File: config.mk
export PLATFORM = sky130hd
export DESIGN_NAME = program_loader
export DESIGN_NICKNAME = d
export VERILOG_FILES = /design/src/rtl/rv_loader_pkg.sv /design/src/rtl/byte_word_assembler.sv /design/src/rtl/program_loader.sv
export SDC_FILE = /design/constraint.sdc
export NUM_CORES = 1
export LEC_CHECK = 0
export ABC_AREA = 1
export CAP_MARGIN = 5
export CORE_MARGIN = 2
export CORE_UTILIZATION = 35
export CTS_CLUSTER_DIAMETER = 120
export DETAILED_ROUTE_END_ITERATION = 8
export HOLD_SLACK_MARGIN = 0.06
export MAX_ROUTING_LAYER = met4
export PLACE_DENSITY_LB_ADDON = 0.1
export SLEW_MARGIN = 25
export SYNTH_ARGS = -nofsm -noshare
export SYNTH_HDL_FRONTEND = slang
export SYNTH_SLANG_ARGS = --single-unit
File: constraint.sdc
create_clock -name clk -period 4.12 [get_ports clk]
set_clock_uncertainty 0.15 [all_clocks]
set_input_delay 0.412 -clock clk [delete_from_list [all_inputs] [get_ports clk]]
set_output_delay 0.412 -clock clk [all_outputs]
set_load 0.01 [all_outputs]
File: src/rtl/rv_loader_pkg.sv
// Shared types and frame constants for the RV32I program loader.
package rv_loader_pkg;

  typedef enum logic [2:0] {
    IDLE,
    HDR,
    DATA,
    CSUM,
    RUN,
    ERR
  } state_e;

  localparam logic [1:0] ERR_NONE    = 2'd0;
  localparam logic [1:0] ERR_LEN     = 2'd1;
  localparam logic [1:0] ERR_CSUM    = 2'd2;
  localparam logic [1:0] ERR_TIMEOUT = 2'd3;

  localparam int unsigned WORD_BYTES = 4;
  localparam int unsigned HDR_BYTES  = WORD_BYTES;
  localparam int unsigned CSUM_BYTES = 1;
  localparam int unsigned LANE_W     = $clog2(WORD_BYTES);

endpackage

File: src/rtl/byte_word_assembler.sv
// Collects little-endian bytes into 32-bit words; pulses word_ready_o the cycle after lane 3
// when emit_i allows it. Used for both the length header and the payload words.
module byte_word_assembler
  import rv_loader_pkg::*;
(
  input  logic              clk,
  input  logic              rst,
  input  logic              clr_i,
  input  logic              byte_valid_i,
  input  logic [7:0]        byte_i,
  input  logic              emit_i,
  output logic [LANE_W-1:0] lane_o,
  output logic [23:0]       shift_o,
  output logic              word_ready_o,
  output logic [31:0]       word_o
);

  logic [LANE_W-1:0] lane_q, lane_d;
  logic [23:0]       shift_q, shift_d;
  logic              ready_q, ready_d;
  logic [31:0]       word_q, word_d;
  logic              last_lane;

  assign last_lane = (lane_q == LANE_W'(WORD_BYTES - 1));

  always_comb begin
    lane_d  = lane_q;
    shift_d = shift_q;
    ready_d = 1'b0;
    word_d  = word_q;
    if (clr_i) begin
      lane_d  = '0;
      shift_d = '0;
    end else if (byte_valid_i) begin
      shift_d = {byte_i, shift_q[23:8]};
      lane_d  = LANE_W'(lane_q + 1'b1);
      if (last_lane && emit_i) begin
        ready_d = 1'b1;
        word_d  = {byte_i, shift_q};
      end
    end
  end

  always_ff @(posedge clk or posedge rst) begin
    if (rst) begin
      lane_q  <= '0;
      shift_q <= '0;
      ready_q <= 1'b0;
      word_q  <= '0;
    end else begin
      lane_q  <= lane_d;
      shift_q <= shift_d;
      ready_q <= ready_d;
      word_q  <= word_d;
    end
  end

  assign lane_o       = lane_q;
  assign shift_o      = shift_q;
  assign word_ready_o = ready_q;
  assign word_o       = word_q;

endmodule

File: src/rtl/program_loader.sv
// Receives a length/payload/XOR-checksum byte frame and writes it into instruction memory,
// releasing the core's start only after a complete, verified image.
module program_loader
  import rv_loader_pkg::*;
#(
  parameter logic [31:0] BASE_ADDR      = 32'h0000_0000,
  parameter int unsigned MAX_WORDS      = 1024,
  parameter int unsigned TIMEOUT_CYCLES = 1000000,
  localparam int unsigned CW            = $clog2(MAX_WORDS + 1)
) (
  input  logic          clk,
  input  logic          rst,
  input  logic          load_req,
  input  logic          in_valid,
  input  logic [7:0]    in_data,
  output logic          in_ready,
  output logic          instr_we,
  output logic [31:0]   address,
  output logic [31:0]   instruction,
  output logic          start,
  output logic          busy,
  output logic          done,
  output logic          err,
  output logic [1:0]    err_code,
  output logic [CW-1:0] word_count
);

  localparam int unsigned TMO_W = $clog2(TIMEOUT_CYCLES + 1);

  state_e            state_q, state_d;
  logic [CW-1:0]     len_q, len_d;
  logic [CW-1:0]     wcnt_q, wcnt_d;
  logic [7:0]        csum_q, csum_d;
  logic [31:0]       addr_q, addr_d;
  logic [TMO_W-1:0]  tmo_q, tmo_d;
  logic [1:0]        errc_q, errc_d;
  logic              start_q, start_d;
  logic              busy_q, busy_d;
  logic              done_q, done_d;
  logic              err_q, err_d;

  logic              active, accept, lane_last, tmo_hit;
  logic              asm_clr, asm_valid, asm_emit;
  logic [LANE_W-1:0] asm_lane;
  logic [23:0]       asm_shift;
  logic [31:0]       hdr_len;

  // load_req has priority over any byte offered in the same cycle
  assign active    = (state_q == HDR) || (state_q == DATA) || (state_q == CSUM);
  assign in_ready  = active && !load_req;
  assign accept    = in_valid && in_ready;
  assign asm_valid = accept && (state_q != CSUM);
  assign asm_emit  = (state_q == DATA);
  assign lane_last = (asm_lane == LANE_W'(WORD_BYTES - 1));
  assign tmo_hit   = (tmo_q == TMO_W'(TIMEOUT_CYCLES - 1));
  assign hdr_len   = {in_data, asm_shift};

  byte_word_assembler u_asm (
    .clk          (clk),
    .rst          (rst),
    .clr_i        (asm_clr),
    .byte_valid_i (asm_valid),
    .byte_i       (in_data),
    .emit_i       (asm_emit),
    .lane_o       (asm_lane),
    .shift_o      (asm_shift),
    .word_ready_o (instr_we),
    .word_o       (instruction)
  );

  always_comb begin
    state_d = state_q;
    len_d   = len_q;
    wcnt_d  = wcnt_q;
    csum_d  = csum_q;
    addr_d  = addr_q;
    tmo_d   = tmo_q;
    errc_d  = errc_q;
    done_d  = 1'b0;
    asm_clr = 1'b0;

    if (active) tmo_d = TMO_W'(tmo_q + 1'b1);
    if (accept) begin
      tmo_d = '0;
      if (state_q != CSUM) csum_d = csum_q ^ in_data;
    end

    case (state_q)
      HDR: begin
        if (accept && lane_last) begin
          if (hdr_len == 32'd0 || hdr_len > 32'(MAX_WORDS)) begin
            state_d = ERR;
            errc_d  = ERR_LEN;
          end else begin
            len_d   = CW'(hdr_len);
            state_d = DATA;
          end
        end
      end
      DATA: begin
        if (accept && lane_last) begin
          addr_d = BASE_ADDR + (32'(wcnt_q) << 2);
          wcnt_d = CW'(wcnt_q + 1'b1);
          if (wcnt_q == CW'(len_q - 1'b1)) state_d = CSUM;
        end
      end
      CSUM: begin
        if (accept) begin
          if (in_data == csum_q) begin
            state_d = RUN;
            done_d  = 1'b1;
          end else begin
            state_d = ERR;
            errc_d  = ERR_CSUM;
          end
        end
      end
      default: ;
    endcase

    if (active && !accept && tmo_hit) begin
      state_d = ERR;
      errc_d  = ERR_TIMEOUT;
    end

    // Any load_req (re)starts the frame from a clean header
    if (load_req) begin
      state_d = HDR;
      wcnt_d  = '0;
      csum_d  = '0;
      tmo_d   = '0;
      errc_d  = ERR_NONE;
      done_d  = 1'b0;
      asm_clr = 1'b1;
    end

    // Drop any partially assembled word on the way into ERR
    if (state_d == ERR && state_q != ERR) asm_clr = 1'b1;

    start_d = (state_d == RUN);
    busy_d  = (state_d == HDR) || (state_d == DATA) || (state_d == CSUM);
    err_d   = (state_d == ERR);
  end

  always_ff @(posedge clk or posedge rst) begin
    if (rst) begin
      state_q <= IDLE;
      len_q   <= '0;
      wcnt_q  <= '0;
      csum_q  <= '0;
      addr_q  <= '0;
      tmo_q   <= '0;
      errc_q  <= ERR_NONE;
      start_q <= 1'b0;
      busy_q  <= 1'b0;
      done_q  <= 1'b0;
      err_q   <= 1'b0;
    end else begin
      state_q <= state_d;
      len_q   <= len_d;
      wcnt_q  <= wcnt_d;
      csum_q  <= csum_d;
      addr_q  <= addr_d;
      tmo_q   <= tmo_d;
      errc_q  <= errc_d;
      start_q <= start_d;
      busy_q  <= busy_d;
      done_q  <= done_d;
      err_q   <= err_d;
    end
  end

  assign address    = addr_q;
  assign start      = start_q;
  assign busy       = busy_q;
  assign done       = done_q;
  assign err        = err_q;
  assign err_code   = errc_q;
  assign word_count = wcnt_q;

endmodule
---- Yosys cells after proc, flatten, opt, wreduce, memory -nomap -nowiden ----
Index checks and enable logic that the tools add are counted.
word-level totals
  bits in registers ....................... 129
  latch bits .............................. 0
  bits in writable memories ............... 0
  memory bits (read-only) ................. 0
  input bits .............................. 12
  output and inout port bits .............. 83
  memories ................................ 0
cells by class
  add/subtract/negate cells ............... 4
  $mul .................................... 0
  div/mod/pow operators ................... 0
  magnitude comparators ................... 1
  eq/ne operators ......................... 18
  shift operators ......................... 0
  muxes and demuxes ....................... 38
  bitwise logic cells ..................... 3
  reductions and logical operators ........ 29
operator list
  operator               number
  $mux 20                3
  $mux 24                2
  $mux 11                3
  $gt 32x11->1 const B   1
  $logic_not 32->1       1
  $mux 8                 3
  $mux 3                 7
  $add 20x1->20 const B  1
  $eq 20x20->1 const B   1
  $mux 2                 8
  $eq 3x2->1 const B     4
  $add 11x1->11 const B  1
  $eq 11x11->1           1
  $sub 11x1->11 const B  1
  $mux 1                 10
  $reduce_bool 2->1      5
  $pmux 3 s3             1
  $eq 8x8->1             1
  $logic_and 1x1->1      8
  $ne 4x2->1 const B     2
  $ne 4x3->1 const B     2
  $xor 8x8->8            1
  $eq 3x1->1 const B     2
  $eq 3x3->1 const B     2
  other kinds (13)       22

---- Longest topological paths before layout ----
  depth after elaboration ................. 15
  mapped depth ............................ 14
  depth with buffers taken out ............ 14

---- Hierarchy ----
From an unflattened synthesis, not the netlist that was laid out.
unflattened totals
  cells, all modules ...................... 798
  area total of the unflattened synthesis .. 6434.9 sq um
modules (own cells, without submodules)
  module               instances  cells an instance  area each (sq um)  sequential area each (sq um)
  program_loader       1          542                4087.7             1751.7
  byte_word_assembler  1          256                2347.3             1476.4

---- Worst setup path after synthesis ----
OpenSTA, ideal clock, no wires.
  kind .................................... input -> register
  start point ............................. input port load_req
  end point ............................... register wcnt_q[3] (netlist: word_count[3])
  setup time .............................. 125 ps
  arrival ................................. 1619 ps
  required time ........................... 3845 ps
  setup slack ............................. 2226 ps
  stages .................................. 10
  buffers on the path ..................... 2
  cells stage by stage .................... buf_2 -> nor2_4 -> nand2_2 -> nor2_4 -> nand2_1 -> buf_4 -> nor2_1 -> nand3_1 -> o21ai_0 -> a21oi_1
on the way
  word-level cells in the longest chain between the ends .. 6
RTL lines
  item                                RTL line               source
  start: declaration                  program_loader.sv:13   input logic load_req,
  $logic_not 1->1                     program_loader.sv:50   assign in_ready = active && !load_req;
  $logic_and 1x1->1                   program_loader.sv:50
  net in_ready                        program_loader.sv:16   output logic in_ready,
  $logic_and 1x1->1                   program_loader.sv:51   assign accept = in_valid && in_ready;
  $logic_and 1x1->1                   program_loader.sv:101  if (accept && lane_last) begin
  $reduce_bool 2->1 (no source line)  --
  $reduce_and 2->1 (no source line)   --
  end signal: assignment              program_loader.sv:161  wcnt_q <= wcnt_d;
  end: declaration                    program_loader.sv:32   logic [CW-1:0] wcnt_q, wcnt_d;
The timed path passes the listed nets, and every way through them passes these cells.
A chain may end at the register's enable or synchronous reset.

---- Worst setup path in the final report ----
  start point ............................. input port load_req
  end point ............................... register u_asm.word_q[7] (netlist: u_asm.word_o[7])
on the way
  word-level cells in the longest chain between the ends .. 13
RTL lines
  item                                                         RTL line                                                            source
  $logic_not 1->1                                              program_loader.sv:50
  $logic_and 1x1->1                                            program_loader.sv:50
  $logic_and 1x1->1                                            program_loader.sv:51
  $logic_and 1x1->1 / $logic_not 1->1 (equally long branches)  program_loader.sv:90, program_loader.sv:101, program_loader.sv:121
  $mux 3, or another cell as far along                         program_loader.sv:101
  $pmux 3 s3 / $logic_and 1x1->1 (equally long branches)       program_loader.sv:88, program_loader.sv:121
  $mux 3                                                       program_loader.sv:121                                               if (active && !accept && tmo_hit) begin
  $mux 3                                                       program_loader.sv:127                                               if (load_req) begin
  $eq 3x3->1                                                   program_loader.sv:138                                               if (state_d == ERR && state_q != ERR) asm_clr = 1'b1;
  $logic_and 1x1->1                                            program_loader.sv:138
  $mux 1                                                       program_loader.sv:138
  $not 1->1 (no source line)                                   --
  $reduce_and 3->1 (no source line) (*)                        --
  end signal: assignment                                       byte_word_assembler.sv:54                                           word_q <= word_d;
  end: declaration                                             byte_word_assembler.sv:21                                           logic [31:0] word_q, word_d;
Every way passes the cells marked *; elsewhere a longest branch is shown, timed or not.

==> flow_summary.ini <==
[run]
max_cap_violations = 0

[synthesis]
synth_edf_count = 0
avgSynthCellArea_um2 = 8.10
postSynth.asyncResetShare_pct = 100
synthTopCellsByArea = dfrtp_1 50%, nand2_1 12%, nand3_1 6.8%
synthFlopType = dfrtp_1
synth_top_area_share_pct = 49.6
yosysWarningCount = 0
yosys.cell_types.count = 38
synthCells = 803
ys_ff_latch = 129
synth_area_um2 = 6500
synth_area_leader_cell = dfrtp_1
seq_area_frac_synth_pct = 49.6

[place]
gp_congestion = 0.855
place_hpwl_um = 11500
port_buffers = 73
pre_cts_slack_ns = 1.03

[routing]
viasPerCell = 4.90
avgRoutedWirePerCell_um = 14.7
routed_wl_um = 16400
drtPass1Iterations = 5
vias = 5459
drt_iter0_drc = 433
drcViolationCount = 0
final_antenna_net_count = 0

[setup_path]
end_kind = flop
critical_path.top_delay_family = buffers and inverters
slowest_stage = clkdlybuf4s50_1
path_max_fanout = 43
worstPathRequired_ns = 4.26
max_stage_delay_ns = 0.52
arrival_ns = 2.76
cp-start-kind = input port
cp_num_buf_inv = 3
worstSetupPathType = in2reg
path_cells = clkdlybuf4s50_1 -> buf_4 -> nor2_4 -> nand2_2 -> nor2_4 -> nand2_2 -> buf_4 -> o21ai_0

[power]
seq_power_share_pct = 39.1
leakage_nw = 3.80
clockPowerShare_pct = 41.7
power_density_nw_per_um2 = 489
combPwrFrac_pct = 19.2
p_switching_mw = 1.20
irDropWorstVdd_mv = 0.367
power.total_mw = 3.90
internal_power_mw = 2.70
switching_share_pct = 30.7

[cts]
ctsLongestPathBuffers = 2
cts_tree = built
cts_inserted_buffers = 17
clk_latency_ns = 0.42
clockRootBuffer = clkbuf_16
post_cts_buffers = 0
cts_hold_buf = 0
clock_sinks = 129
cts.clk_slew.worst_paths_ns = 0.06
cts-resized-gates = 0
htreeDepth = 4

[sta]
rsz0062_at_grt = no
hold_viol = 0
setup_ws_ns = 1.50
fmaxAchievable_mhz = 382
setup_viol = 0
max_slew.worst_pin.slew_ns = 0.948
final.min_clock_period_ns = 2.62
relSlewSlack_pct = 36.7
fin_crit_sh_pct = 63.6
finalSetupTns_ns = 0
slew_viol_final = 0

[floorplan]
core_um2 = 18100
start_util_pct = 36.0
die_x_um = 140
core.rowCount = 49
io_pins = 95
die_h_um = 140
die_area_um2 = 19700

[layout]
n_antenna_cell = 0
syn2layout_area_growth_pct = 22.8
drive_above_1_share_pct = 7.01
fill_cells = 1735
final_util_pct = 44.2
fin_nets = 889

[global_route]
antenna_found_initial = 0
grt_use_total_pct = 17.9
grt_pass1_wl_um = 27200
grt_pass1_vias = 5396
grt_start_max_net_pins = 69
overflow = 0

[outcome]
status = completed

[worst_hold_path]
hp-class = reg2reg
worst register-to-register path, stage by stage (launching register included):
cell and delay [ns]:
dfrtp_1 0.45, o21ai_4 0.29, nor2_4 0.07, nand2_2 0.24, nor2_4 0.07, nand2_2 0.51, buf_4 0.47, o21ai_0 0.16
per-stage QoR:
stage | instances | cell area (um2) | hold slack (ns)
6_report | 1114 | 7990 | 0.324
4_1_cts | 1114 | 7990 | 0.334
5_1_grt | 1114 | 7990 | 0.350
2_1_floorplan | 823 | 6580 | 0.303
3_5_place_dp | 1083 | 7350 | 0.318
3_3_place_gp | 1083 | 7350 | 0.316
state kept, by name, indices dropped and copies added (netlist names):
| name | cells |
|---|---|
| u_asm.word_o | 32 |
| len_q | 11 |
| err_code | 2 |
| u_asm.lane_o | 2 |
| busy | 1 |
| err | 1 |
| start | 1 |
| state_q | 3 |
| word_count | 11 |
| u_asm.word_ready_o | 1 |
| u_asm.shift_o | 24 |
| tmo_q | 20 |
| csum_q | 8 |
| done | 1 |
| address | 11 |
routing by layer:
metal / part of all wire (%) / vias to the layer above / global-route usage [%]
met5: 0 / - / -
met4: 1.4 / 0 / 5.95
met3: 4.8 / 17 / 4.00
met2: 46 / 156 / 27.6
met1: 48 / 2587 / 23.5
li1: - / 2699 / -
cell usage in the layout (no fill, tap or decap), types with 6 or more instances in the layout:
| cell type | n |
|---|---|
| inv_1 | 78 |
| xnor2_1 | 14 |
| o21ai_0 | 68 |
| dfrtp_1 | 129 |
| xor2_1 | 7 |
| clkdlybuf4s50_1 | 73 |
| clkbuf_16 | 17 |
| a21oi_1 | 19 |
| nor3_1 | 14 |
| conb_1 | 21 |
| nand3_1 | 89 |
| nand4_1 | 10 |
| o41ai_1 | 8 |
| buf_4 | 6 |
| nand2_1 | 206 |
| nor2_1 | 71 |
power by group through the flow:
stage / sequential (mW) / clock [mW] / combinational [mW]
finish: 1.53 / 1.63 / 0.748
global route: 1.55 / 1.73 / 0.862
CTS: 1.53 / 1.67 / 0.759
detailed placement: 1.55 / 0 / 0.757
global placement: 1.54 / 0 / 0.748
floorplan: 1.51 / 0 / 0.627
kinds of logic (layout without fill, tap and decap cells):
logic type	Yosys count	count (layout)	share of synthesized area, %
buffers and inverters	130	192	9.56
other	1	21	0.0577
adders and majority gates	4	4	0.770
DFF	129	129	49.6
AOI/OAI and AO/OA	101	101	8.58
xor gates and xnor gates	22	22	3.17
and+or+nand+nor	416	416	28.2
cells in the mapped netlist (3+ instances only):
master and n:
dfrtp_1 129, clkbuf_1 11, nand2_1 207, ha_1 4, xnor2_1 14, nor4_1 3
buf_2 11, buf_6 5, nand2_2 4, buf_4 22, nor2_1 71, nand3_1 89
nor2_2 5, nand4_1 10, o21ai_0 68, xor2_1 7, nor3_1 14, inv_1 79
nor2_4 4, o41ai_1 8, a21oi_1 19
area by class of cell:
type	count	area [um2]	share of cell area (%)
clock inverters	9	154	1.93
flip-flops and latches	129	3230	40.4
clock buffers	22	484	6.06
repair buffers	80	796	9.96
well taps	229	287	3.59
multi-input cells	564	2730	34.2
inverters	81	307	3.84
final timing paths:
| check | depth (start not counted) | from | to | slack [ns] |
|---|---|---|---|---|
| min | 2 | err_code[0] | err_code[0] | 0.32 |
| min reg2reg | 2 | err_code[0] | err_code[0] | 0.32 |
| max reg2reg | 7 | state_q[0] | u_asm.word_o[7] | 1.58 |
| max in group asynchronous | 3 | rst | tmo_q[6] | 2.59 |
| min in group asynchronous | 2 | rst | busy | 0.41 |
| max | 8 | load_req | u_asm.word_o[7] | 1.50 |
Note: power is estimated with default switching activity, not from simulation.
